$ cat src/rtl/harness_pkg.sv
// ============================================================================
// Module      : harness_pkg
// Description : Shared types and constants for the harness request/ack blocks.
// Revision    : 1.0 - initial release
// ============================================================================
`default_nettype none

package harness_pkg;

    localparam int c_ack_lat_max = 15;

    typedef enum logic [1:0] {
        IDLE = 2'd0,
        WAIT = 2'd1,
        RESP = 2'd2
    } resp_state_e;

    typedef enum logic [1:0] {
        PUSH = 2'd0,
        POP  = 2'd1,
        BAD  = 2'd2
    } req_kind_e;

    // Exactly one of push/pop must be set for a request to be well formed.
    function automatic req_kind_e classify_req(input logic push, input logic pop);
        if (push && !pop) begin
            return PUSH;
        end else if (pop && !push) begin
            return POP;
        end else begin
            return BAD;
        end
    endfunction

endpackage

`default_nettype wire

$ cat src/rtl/harness_fifo.sv
// ============================================================================
// Module      : harness_fifo
// Description : Single-clock FIFO with occupancy count and head-of-queue data.
// Revision    : 1.0 - initial release
// ============================================================================
`default_nettype none

module harness_fifo #(
    parameter int WIDTH = 8,
    parameter int DEPTH = 8
) (
    input  logic                   clk,
    input  logic                   rst,
    input  logic                   i_wr_en,
    input  logic                   i_rd_en,
    input  logic [WIDTH-1:0]       i_wdata,
    output logic                   o_full,
    output logic                   o_empty,
    output logic [$clog2(DEPTH):0] o_count,
    output logic [WIDTH-1:0]       o_head
);

    localparam int c_aw = $clog2(DEPTH);

    logic [WIDTH-1:0] r_mem [DEPTH];
    logic [c_aw-1:0]  r_wptr;
    logic [c_aw-1:0]  r_rptr;
    logic [c_aw:0]    r_count;
    logic             w_wr;
    logic             w_rd;

    assign o_full  = (r_count == (c_aw+1)'(DEPTH));
    assign o_empty = (r_count == '0);
    assign w_wr    = i_wr_en && !o_full;
    assign w_rd    = i_rd_en && !o_empty;

    // Pointers are exactly log2(DEPTH) bits so they wrap without extra logic.
    always_ff @(posedge clk) begin
        if (rst) begin
            r_wptr  <= '0;
            r_rptr  <= '0;
            r_count <= '0;
        end else begin
            if (w_wr) begin
                r_wptr <= r_wptr + 1'b1;
            end
            if (w_rd) begin
                r_rptr <= r_rptr + 1'b1;
            end
            case ({w_wr, w_rd})
                2'b10:   r_count <= r_count + 1'b1;
                2'b01:   r_count <= r_count - 1'b1;
                default: r_count <= r_count;
            endcase
        end
    end

    always_ff @(posedge clk) begin
        if (w_wr) begin
            r_mem[r_wptr] <= i_wdata;
        end
    end

    assign o_count = r_count;
    assign o_head  = r_mem[r_rptr];

endmodule

`default_nettype wire

$ cat src/rtl/harness_resp.sv
// ============================================================================
// Module      : harness_resp
// Description : Harness responder: accepts push/pop requests into a FIFO and
//               answers each one with an ack/nack pulse after ACK_LAT cycles.
// Revision    : 1.0 - initial release
// ============================================================================
`default_nettype none

module harness_resp
    import harness_pkg::*;
#(
    parameter int WIDTH   = 8,
    parameter int DEPTH   = 8,
    parameter int ACK_LAT = 1
) (
    input  logic                   clk,
    input  logic                   reset,
    input  logic                   valid,
    input  logic                   push,
    input  logic                   pop,
    input  logic [WIDTH-1:0]       x,
    output logic                   ready,
    output logic                   ack,
    output logic                   nack,
    output logic [WIDTH-1:0]       y,
    output logic [$clog2(DEPTH):0] count
);

    localparam int c_cnt_w = $clog2(c_ack_lat_max + 1);
    localparam logic [c_cnt_w-1:0] c_wait_load = c_cnt_w'((ACK_LAT > 1) ? (ACK_LAT - 2) : 0);

    resp_state_e        r_state;
    logic [c_cnt_w-1:0] r_cnt;
    logic               r_ok;
    logic [WIDTH-1:0]   r_y;

    req_kind_e          w_kind;
    logic               w_accept;
    logic               w_wr;
    logic               w_rd;
    logic               w_full;
    logic               w_empty;
    logic [WIDTH-1:0]   w_head;

    assign ready    = (r_state == IDLE) && !reset;
    assign w_accept = valid && ready;
    assign w_kind   = classify_req(push, pop);

    // The FIFO commits on the accept edge; only the pulse is delayed.
    assign w_wr = w_accept && (w_kind == PUSH) && !w_full;
    assign w_rd = w_accept && (w_kind == POP)  && !w_empty;

    harness_fifo #(
        .WIDTH (WIDTH),
        .DEPTH (DEPTH)
    ) u_fifo (
        .clk     (clk),
        .rst     (reset),
        .i_wr_en (w_wr),
        .i_rd_en (w_rd),
        .i_wdata (x),
        .o_full  (w_full),
        .o_empty (w_empty),
        .o_count (count),
        .o_head  (w_head)
    );

    always_ff @(posedge clk) begin
        if (reset) begin
            r_state <= IDLE;
            r_cnt   <= '0;
            r_ok    <= 1'b0;
            r_y     <= '0;
        end else begin
            if (w_rd) begin
                r_y <= w_head;
            end
            case (r_state)
                IDLE: begin
                    if (w_accept) begin
                        r_ok    <= w_wr || w_rd;
                        r_cnt   <= c_wait_load;
                        r_state <= (ACK_LAT > 1) ? WAIT : RESP;
                    end
                end
                WAIT: begin
                    if (r_cnt == '0) begin
                        r_state <= RESP;
                    end else begin
                        r_cnt <= r_cnt - 1'b1;
                    end
                end
                RESP:    r_state <= IDLE;
                default: r_state <= IDLE;
            endcase
        end
    end

    assign ack  = (r_state == RESP) &&  r_ok;
    assign nack = (r_state == RESP) && !r_ok;
    assign y    = r_y;

endmodule

`default_nettype wire

$ cat config.mk
export PLATFORM = sky130hd
export DESIGN_NAME = harness_resp
export DESIGN_NICKNAME = d
export VERILOG_FILES = /design/src/rtl/harness_pkg.sv /design/src/rtl/harness_fifo.sv /design/src/rtl/harness_resp.sv
export SDC_FILE = /design/constraint.sdc
export NUM_CORES = 1
export LEC_CHECK = 0
export ABC_AREA = 1
export CAP_MARGIN = 25
export CORE_MARGIN = 2
export CORE_UTILIZATION = 25
export CTS_BUF_LIST = sky130_fd_sc_hd__clkbuf_8
export DETAILED_ROUTE_END_ITERATION = 16
export SYNTH_ARGS = -nofsm -noshare
export SYNTH_HDL_FRONTEND = slang
export SYNTH_SLANG_ARGS = --single-unit
$ cat constraint.sdc
create_clock -name clk -period 5.2 [get_ports clk]
set_clock_uncertainty 0.2 [all_clocks]
set_input_delay 0.52 -clock clk [delete_from_list [all_inputs] [get_ports clk]]
set_output_delay 0.52 -clock clk [all_outputs]
set_load 0.02 [all_outputs]
# Yosys cells after proc, flatten, opt, wreduce, memory -nomap -nowiden
# Memories as Yosys holds them, arrays and structs flattened. A register that Yosys moved wholly into a read port is not among the register bits.
# Index checks and enable logic that the tools add are counted.
# W data, S select, Z words.
totals:
  out_inout_bits: 15
  ram_bits: 64
  memories: 1
  wordCells: 60
  ff_bits: 17
mem_list:
  columns: ["memory", "depth", "width", "read_ports", "rd_ports_with_merged_regs", "wr", "line", "source"]
  rows:
  - ["u_fifo.r_mem", 8, 8, 1, 1, 1, "harness_fifo.sv:25", "logic [WIDTH-1:0] r_mem [DEPTH];"]
op_classes:
  n_eq_ne: 9
  add_sub_neg: 5
  reduce_logical: 28
  n_mux: 11
ops:
  columns: ["operator", "n"]
  rows:
  - ["$pmux W4 S2", 2]
  - ["$logic_and A1 B1 Y1", 12]
  - ["$logic_not A4 Y1", 2]
  - ["$mux W2", 4]
  - ["$mux W4", 2]
  - ["$sub A4 B1 Y4 const B", 2]
  - ["$add A3 B1 Y3 const B", 2]
  - ["$eq A2 B1 Y1 const B", 3]
  - ["$logic_not A1 Y1", 6]
  - ["$ne A2 B2 Y1 const B", 3]
  - ["$add A4 B1 Y4 const B", 1]
  - ["$eq A2 B2 Y1 const B", 2]
  - ["$eq A4 B4 Y1 const B", 1]
  - ["$logic_not A2 Y1", 2]
  - ["$pmux W2 S2", 1]
  - ["$reduce_and A2 Y1", 2]
  - ["$reduce_bool A2 Y1", 2]
  - ["$reduce_and A3 Y1", 1]
  - ["$mux W1", 2]
  - ["$logic_or A1 B1 Y1", 1]

# Logic depth before layout (Yosys ltp)
# Gate-level depths: netlist of run 1.
depth:
  depth_word: 10
  mapped_depth: 14
  ltp_nobuf: 13

# By module
# A second synthesis of run 1 with hierarchy kept.
unflattened:
  hier_cells: 348
  hier_area_um2: 3703.6
modules_own_cells:
  columns: ["module", "cells_each", "area_per_inst_um2", "seq_area_each_um2", "n_inst"]
  rows:
  - ["harness_fifo", 276, 3213.1, 2182.1, 1]
  - ["harness_resp", 72, 490.5, 200.2, 1]

# Least setup slack after synthesis of run 1
# Ideal clock, no wire load.
synth_path:
  path_type: "input port to flip-flop"
  from: "input port reset"
  to: "register u_fifo.r_count[3] (netlist: u_fifo.o_count[3])"
  required_time_ps: 4930
  path_stages: 12
  setup_slack_ps: 2762
  arrival_ps: 2169
  setup_ps: 70
  cell_sequence: "nor2_4 > nand2_1 > nor2_2 > nand2_2 > ha_1 > ha_1 > or2_2 > nand2_1 > nand2_1 > nand2_1 > nand2_1 > a21oi_1"
synth_between:
  elab_chain_len: 8
  elab_cells_between_ends: 13
synth_rtl:
  columns: ["item", "line", "source"]
  rows:
  - ["from (decl)", "harness_resp.sv:17", "input logic reset,"]
  - ["$logic_not A1 Y1", "harness_resp.sv:45", "assign ready = (r_state == IDLE) && !reset;"]
  - ["$logic_and A1 B1 Y1", "harness_resp.sv:45", null]
  - ["$logic_and A1 B1 Y1", "harness_resp.sv:46", "assign w_accept = valid && ready;"]
  - ["$logic_and A1 B1 Y1 (on tied branches) (2 in series)", "harness_resp.sv:51, harness_resp.sv:50", null]
  - ["$logic_and A1 B1 Y1 (on tied branches)", "harness_fifo.sv:35, harness_fifo.sv:34", null]
  - ["$eq A2 B1 Y1 or $eq A2 B2 Y1 (tied branches)", "harness_fifo.sv:50", "case ({w_wr, w_rd})"]
  - ["$pmux W4 S2 or $reduce_bool A2 Y1 (tied branches)", null, null]
  - ["to (signal assigned)", "harness_fifo.sv:51", "2'b10: r_count <= r_count + 1'b1;"]
  - ["to (signal assigned)", "harness_fifo.sv:52", "2'b01: r_count <= r_count - 1'b1;"]
  - ["to (signal assigned)", "harness_fifo.sv:53", "default: r_count <= r_count;"]
  - ["to (decl)", "harness_fifo.sv:28", "logic [c_aw:0] r_count;"]
# Several ways; a longest one is shown, not always the timed one.
# A chain may end at the register's enable or synchronous reset.

# Final worst setup path of run 1
# Ends and elaborated chain as after synthesis.

==> results of run 1 <==
==> worst min-delay path, cell delays in order, from the launching register on <==
cell     delay, ps
dfxtp_1        320
nand2_1         60
a21oi_1         60
==> metal layers <==
metal,track usage,share of wire
met5,0,0
met1,0.1334,0.45
met3,0.03416,0.053
met4,0.03555,0.014
met2,0.1670,0.48
==> cell usage in the layout, fill, tap and decap left out, types with 2 or more instances in the layout <==
master / Yosys / final
a21oi_1: 12 / 12
a21oi_2: 6 / 6
buf_2: 11 / 2
clkbuf_8: 0 / 9
clkdlybuf4s50_1: 0 / 27
clkinv_4: 0 / 2
clkinvlp_4: 0 / 2
dfxtp_1: 20 / 20
edfxtp_1: 64 / 64
ha_1: 6 / 6
inv_1: 63 / 63
inv_2: 4 / 4
inv_6: 0 / 3
nand2_1: 108 / 108
nand2_2: 2 / 2
nand3_1: 45 / 45
nand3_2: 6 / 6
nor2_1: 10 / 10
nor2_4: 2 / 2
nor3_1: 4 / 4
o21ai_0: 6 / 6
xnor2_1: 2 / 2
==> stage by stage <==
stage	instances	utilization	worst slack, ps	total power, W	cell area (um^2)
2_1_floorplan	381	-	2762	0.0007698	3754
3_3_place_gp	580	0.2871	1781	0.0007989	4188
3_5_place_dp	580	0.2871	1674	0.0008003	4188
4_1_cts	596	0.2996	2080	0.001226	4370
5_1_grt	598	0.3003	1871	0.001253	4380
6_report	598	0.3003	2094	0.001212	4380
==> layout make-up <==
cell class / count / share of cell area
Clock buffer: 9 / 0.02828
Clock inverter: 7 / 0.01342
Inverter: 68 / 0.05827
Multi-Input combinational cell: 216 / 0.2516
Sequential cell: 84 / 0.5301
Tap cell: 184 / 0.05256
Timing Repair Buffer: 30 / 0.06570
==> power by group <==
part           leakage (nW)  switching (W)  internal (W)
clock                0.0868       0.000249      0.000180
combinational         0.919      0.0000351     0.0000207
sequential            0.737     0.00000361      0.000724
total                  1.74       0.000287      0.000924
==> registers in the layout, indices dropped and copies added (netlist names) <==
name            flops
r_state             1
y                   8
u_fifo.r_mem       64
u_fifo.o_count      4
u_fifo.r_wptr       3
r_ok                1
u_fifo.r_rptr       3
==> worst max-delay path by stage <==
stage / end / slack, ps / start / cells after the start
after floorplan: u_fifo.o_count[3] / 2760 / reset / 12
after global placement: u_fifo.o_count[3] / 1780 / reset / 13
after detailed placement: u_fifo.o_count[3] / 1670 / reset / 13
after CTS: u_fifo.o_count[3] / 2080 / reset / 13
after global routing: u_fifo.o_count[3] / 1870 / reset / 13
final: u_fifo.o_count[3] / 2090 / reset / 13
==> cells by family (layout without fill, tap and decap cells) <==
group	Yosys count	count (layout)
XOR/XNOR	3	3
AND/OR/NAND/NOR	181	181
AO/OA/AOI/OAI	25	25
buffers and inverters	81	114
flip-flops	84	84
adder cells (fa/ha/maj)	7	7
==> results.toml, run 1 <==
[outcome]
outcome = "completed"

[floorplan]
io_pins = 28
start_util = 0.2573
die_y_um = 126.5
std_cell_rows = 44
die-area_um2 = 16010
core_area_um2 = 14590
die_x_um = 126.5

[routing]
drc_errors = 0
drt-total-wl_um = 7956
drt_iter0_drc = 271
drtAntennaViolNets = 0
first_pass_iters = 4
wl_per_cell_um = 13.30
via_per_inst = 4.279
routed-via-count = 2559

[synth]
synthMuxAreaShare = 0
syn_inst = 381
synth-simple-area-share = 0.2220
synth_top_family_by_area = "simple AND/OR/NAND/NOR gates"
synth-seq-cells = 84
synthXorXnorAreaFrac = 0.007000
synth-compound-area-share = 0.03933
yosysMostFrequentCell = "nand2_1"
synth_top_area_share = 0.5120
synth_common_cells = "nand2_1 (108), edfxtp_1 (64), inv_1 (63), nand3_1 (45), dfxtp_1 (20)"
syn_nets = 401
async_reset_ff_frac = 0
synth-edff-count = 64
synth.distinct_cells = 27
syn_area_um2 = 3754
yosysWarnings = 0
synthTopCellsByArea = "edfxtp_1 (51%), nand2_1 (11%), dfxtp_1 (11%), inv_1 (6.3%), nand3_1 (6.0%)"
ys_seq_area_frac = 0.6187
synthFlopType = "edfxtp_1"
synth_top_area_cell = "edfxtp_1"
synthAdderAreaFrac = 0.02533
synth_area_per_cell_um2 = 9.852

[timing]
grt_setup_unrepaired = "false"
worst_pin_slew_ps = 1079
setup_viol = 0
whs_ps = 278.3
fin_crit_sh = 0.5973
fmax_ghz = 0.3220
tns_ps = 0
period_minus_slack_ps = 3106
final_max_slew_viol_count = 0
hold_viol = 0
slew_headroom = 0.2753

[global_routing]
grt_max_degree = 37
grt_overflow = 0
grt_pass1_wl_um = 12920
grt_antenna_before_repair = 0
grt_usage = 0.1045
grt_pass1_vias = 2512

[power]
p_leak_nw = 1.743
p_per_area_nw_per_um2 = 276.6
vdd_drop_max_mv = 0.1337

[worst_hold_path]
min-delay-start = "y[7]"
hold_end = "y[7]"
hold_class = "flip-flop to flip-flop"
hold_depth = 2

[worst_setup_path]
r2r_start = "r_state[1]"
path_delay_family = "simple AND/OR/NAND/NOR gates"
cp.arrival_ps = 3200
crit_chain = "clkdlybuf4s50_1 -> nor2_4 -> nand2_1 -> nor2_2 -> nand2_2 -> ha_1 -> ha_1 -> or2_2 -> nand2_1 -> nand2_1 -> nand2_1 -> nand2_1 -> a21oi_1"
start_kind = "primary input"
rr_worst_depth = 12
crit_type = "primary input to flip-flop"
crit_fanout = 14
cp_common_cell = "nand2_1"
crit_required_ps = 5290
cpMaxStageDelayCell = "clkdlybuf4s50_1"
crit_buf_inv = 1
max_stage_delay_ps = 760
r2r_slack_ps = 2780
worst_r2r_endpoint = "u_fifo.o_count[3]"
worst_setup_path_end_kind = "flip-flop"

[cells_and_area]
regArea_um2 = 2322
drive_above_1_share = 0.1039
synthToLayoutAreaGrowth_pct = 16.70
final_nets = 429
multi_input_area_um2 = 1102
n_fill_cell = 1485
n_antenna_cell = 0

[clocking]
cts.repair.resized = 0
cts_htree_levels = 3
clk_latency_ps = 370
cts-buffers-inserted = 9
cts_max_path_buffers = 2
clock-sinks = 84
root_buffer = "clkbuf_8"
postCtsHoldBufs = 0
tritoncts = "done"
clkTransAtPathRegs_ps = 100
post_cts_buffers = 0

[place]
numPortBuffers = 27
dp_hpwl_um = 5725
gp_congestion = 0.8402

[flow_run]
max-cap-violations = 0
Power figures use the tool's default switching activity.
==> run 2, diff against run 1 <==
==> constraint.sdc (replaced) <==
create_clock -name clk -period 2.6 [get_ports clk]
set_clock_uncertainty 0.2 [all_clocks]
set_input_delay 0.26 -clock clk [delete_from_list [all_inputs] [get_ports clk]]
set_output_delay 0.26 -clock clk [all_outputs]
set_load 0.02 [all_outputs]
==> run 2 against run 1 <==
Effect of this change: critical path depth is the same; sequential power grew 99%; worst setup slack lost 1700 ps; first-iteration DRC count shrank 51%; global-route usage is essentially flat; highest routed layer unchanged.
==> results.toml, run 2 (synthesis results as in run 1) <==
[power]
p_sw_w = 0.0005173
combPwrFrac = 0.043
p_per_area_nw_per_um2 = 564.3
swShare = 0.2037
seqPwrFrac = 0.573
p_int_w = 0.002022
pwr-share-clk = 0.384
p_leak_nw = 1.829
vdd_drop_max_mv = 0.2644

[cells_and_area]
final_common_cell = "nand2_1"
final_area_um2 = 4501
n_antenna_cell = 0
final_cell_mix = "nand2_1 (108), inv_1 (65), edfxtp_1 (64)"
regMostFlops = "u_fifo.r_mem"
largest_reg_flops = 64
final_nets = 441
drive_above_1_share = 0.1197
n_fill_cell = 1470
synthToLayoutAreaGrowth_pct = 19.90
final_cells = 610

[worst_setup_path]
rr_worst_depth = 12
cpMaxStageDelayCell = "clkdlybuf4s50_1"
path_delay_family = "simple AND/OR/NAND/NOR gates"
crit_chain = "clkdlybuf4s50_1 -> nor2_4 -> nand2_1 -> nor2_2 -> nand2_2 -> ha_1 -> ha_1 -> or2_2 -> nand2_1 -> nand2_1 -> nand2_1 -> nand2_1 -> a21oi_1"
crit_fanout = 3
crit_buf_inv = 1
worst_setup_path_end_kind = "flip-flop"
crit_type = "primary input to flip-flop"
cp.arrival_ps = 2280
worst_r2r_endpoint = "u_fifo.o_count[3]"
max_stage_delay_ps = 460
r2r_slack_ps = 420
r2r_start = "r_state[1]"
start_kind = "primary input"
cp_common_cell = "nand2_1"
crit_required_ps = 2690

[floorplan]
die_y_um = 126.5
start_util = 0.2573
die_x_um = 126.5
io_pins = 28
std_cell_rows = 44
die-area_um2 = 16010
core_area_um2 = 14590

[global_routing]
top_usage_layer = "met2"
grt_util_met3 = 0.02910
grt_antenna_before_repair = 0
grt_pass1_wl_um = 12860
grt_pass1_vias = 2504
grt_usage = 0.1045
grt_overflow = 0
use_met1 = 0.1309
met2_usage = 0.1692
grt_max_degree = 36

[worst_hold_path]
hold_depth = 2
hold_end = "y[2]"
min-delay-start = "y[2]"
hold_class = "flip-flop to flip-flop"

[clocking]
root_buffer = "clkbuf_8"
clock-sinks = 84
postCtsHoldBufs = 0
post_cts_buffers = 0
cts.repair.resized = 0
clkTransAtPathRegs_ps = 90
cts_max_path_buffers = 2
cts_htree_levels = 3
cts-buffers-inserted = 9
clk_latency_ps = 350
tritoncts = "done"

[flow_run]
max-cap-violations = 0

[timing]
setup_viol = 0
final_max_slew_viol_count = 0
hold_viol = 0
grt_setup_unrepaired = "false"
worst_pin_slew_ps = 543.8
fmax_ghz = 0.4561
layout_setup_ws_ps = 407.5
whs_ps = 272.1
slew_headroom = 0.6370
period_minus_slack_ps = 2193
fin_crit_sh = 0.8433
tns_ps = 0

[outcome]
outcome = "completed"

[routing]
drtAntennaViolNets = 0
via_per_inst = 4.175
wl_per_cell_um = 12.80
drt-total-wl_um = 7808
first_pass_iters = 4
routed-via-count = 2547
drt_iter0_drc = 134
drc_errors = 0

[place]
dp_hpwl_um = 5184
numPortBuffers = 27
gp_congestion = 0.7557
place_area_um2 = 4293
numPlacedInstances = 594
dp_slack_ps = 39.29
[run 2: changes by cell type in the layout (fill, tap and decap cells not counted)]
| cell | delta |
|---|---|
| inv_6 | -3 |
| clkinv_1 | +2 |
| buf_4 | +14 |
| buf_2 | -2 |
| inv_1 | +2 |
| bufinv_16 | +2 |
| clkinvlp_4 | -2 |
| clkinv_4 | -1 |
[run 2: how the worst max path moves through the flow]
stage / start / to / slack, ps / depth (start not counted)
after floorplan: u_fifo.o_count[0] / u_fifo.o_count[3] / 300 / 13
after global placement: reset / u_fifo.o_count[3] / 90 / 13
after detailed placement: reset / u_fifo.o_count[3] / 40 / 13
after CTS: reset / u_fifo.o_count[3] / 400 / 13
after global routing: u_fifo.o_count[0] / u_fifo.o_count[3] / 250 / 12
final: reset / u_fifo.o_count[3] / 410 / 13
[run 2: worst reg2reg max path, cell delays in order (launching register included)]
cell and delay (ps):
dfxtp_1 350, nor2_4 160, nand2_1 90, nor2_2 100
nand2_2 60, ha_1 220, ha_1 300, or2_2 290
nand2_1 70, nand2_1 50, nand2_1 60, nand2_1 40
a21oi_1 110
[run 2: through the flow]
stage | util | power, W
floorplan | - | 0.001540
global placement | 0.2943 | 0.001593
CTS | 0.3085 | 0.002564
global route | 0.3085 | 0.002629
detailed placement | 0.2943 | 0.001598
finish | 0.3085 | 0.002540
[run 2: power groups by stage]
stage / logic (W) / registers (W) / clock network, W
2_1_floorplan: 0.0000522 / 0.00149 / 0
4_1_cts: 0.000113 / 0.00145 / 0.000997
5_1_grt: 0.000124 / 0.00146 / 0.00105
6_report: 0.000110 / 0.00145 / 0.000975
3_3_place_gp: 0.000108 / 0.00148 / 0
3_5_place_dp: 0.000112 / 0.00149 / 0
[run 2: final cells by class]
class,count,area (um^2),share of cell area
clock inverter,7,83.83,0.01863
inverter,68,255.2,0.05671
multi-input combinational,216,1102,0.2449
sequential,84,2322,0.5160
clock buffer,9,123.9,0.02752
tap,184,230.2,0.05115
timing repair buffer,42,382.9,0.08507
[run 2: layer usage]
| layer | vias to the layer above | wire, um |
|---|---|---|
| li1 | 1299 | - |
| met1 | 1181 | 3458 |
| met2 | 60 | 3848 |
| met3 | 7 | 419 |
| met4 | 0 | 82 |
| met5 | - | 0 |
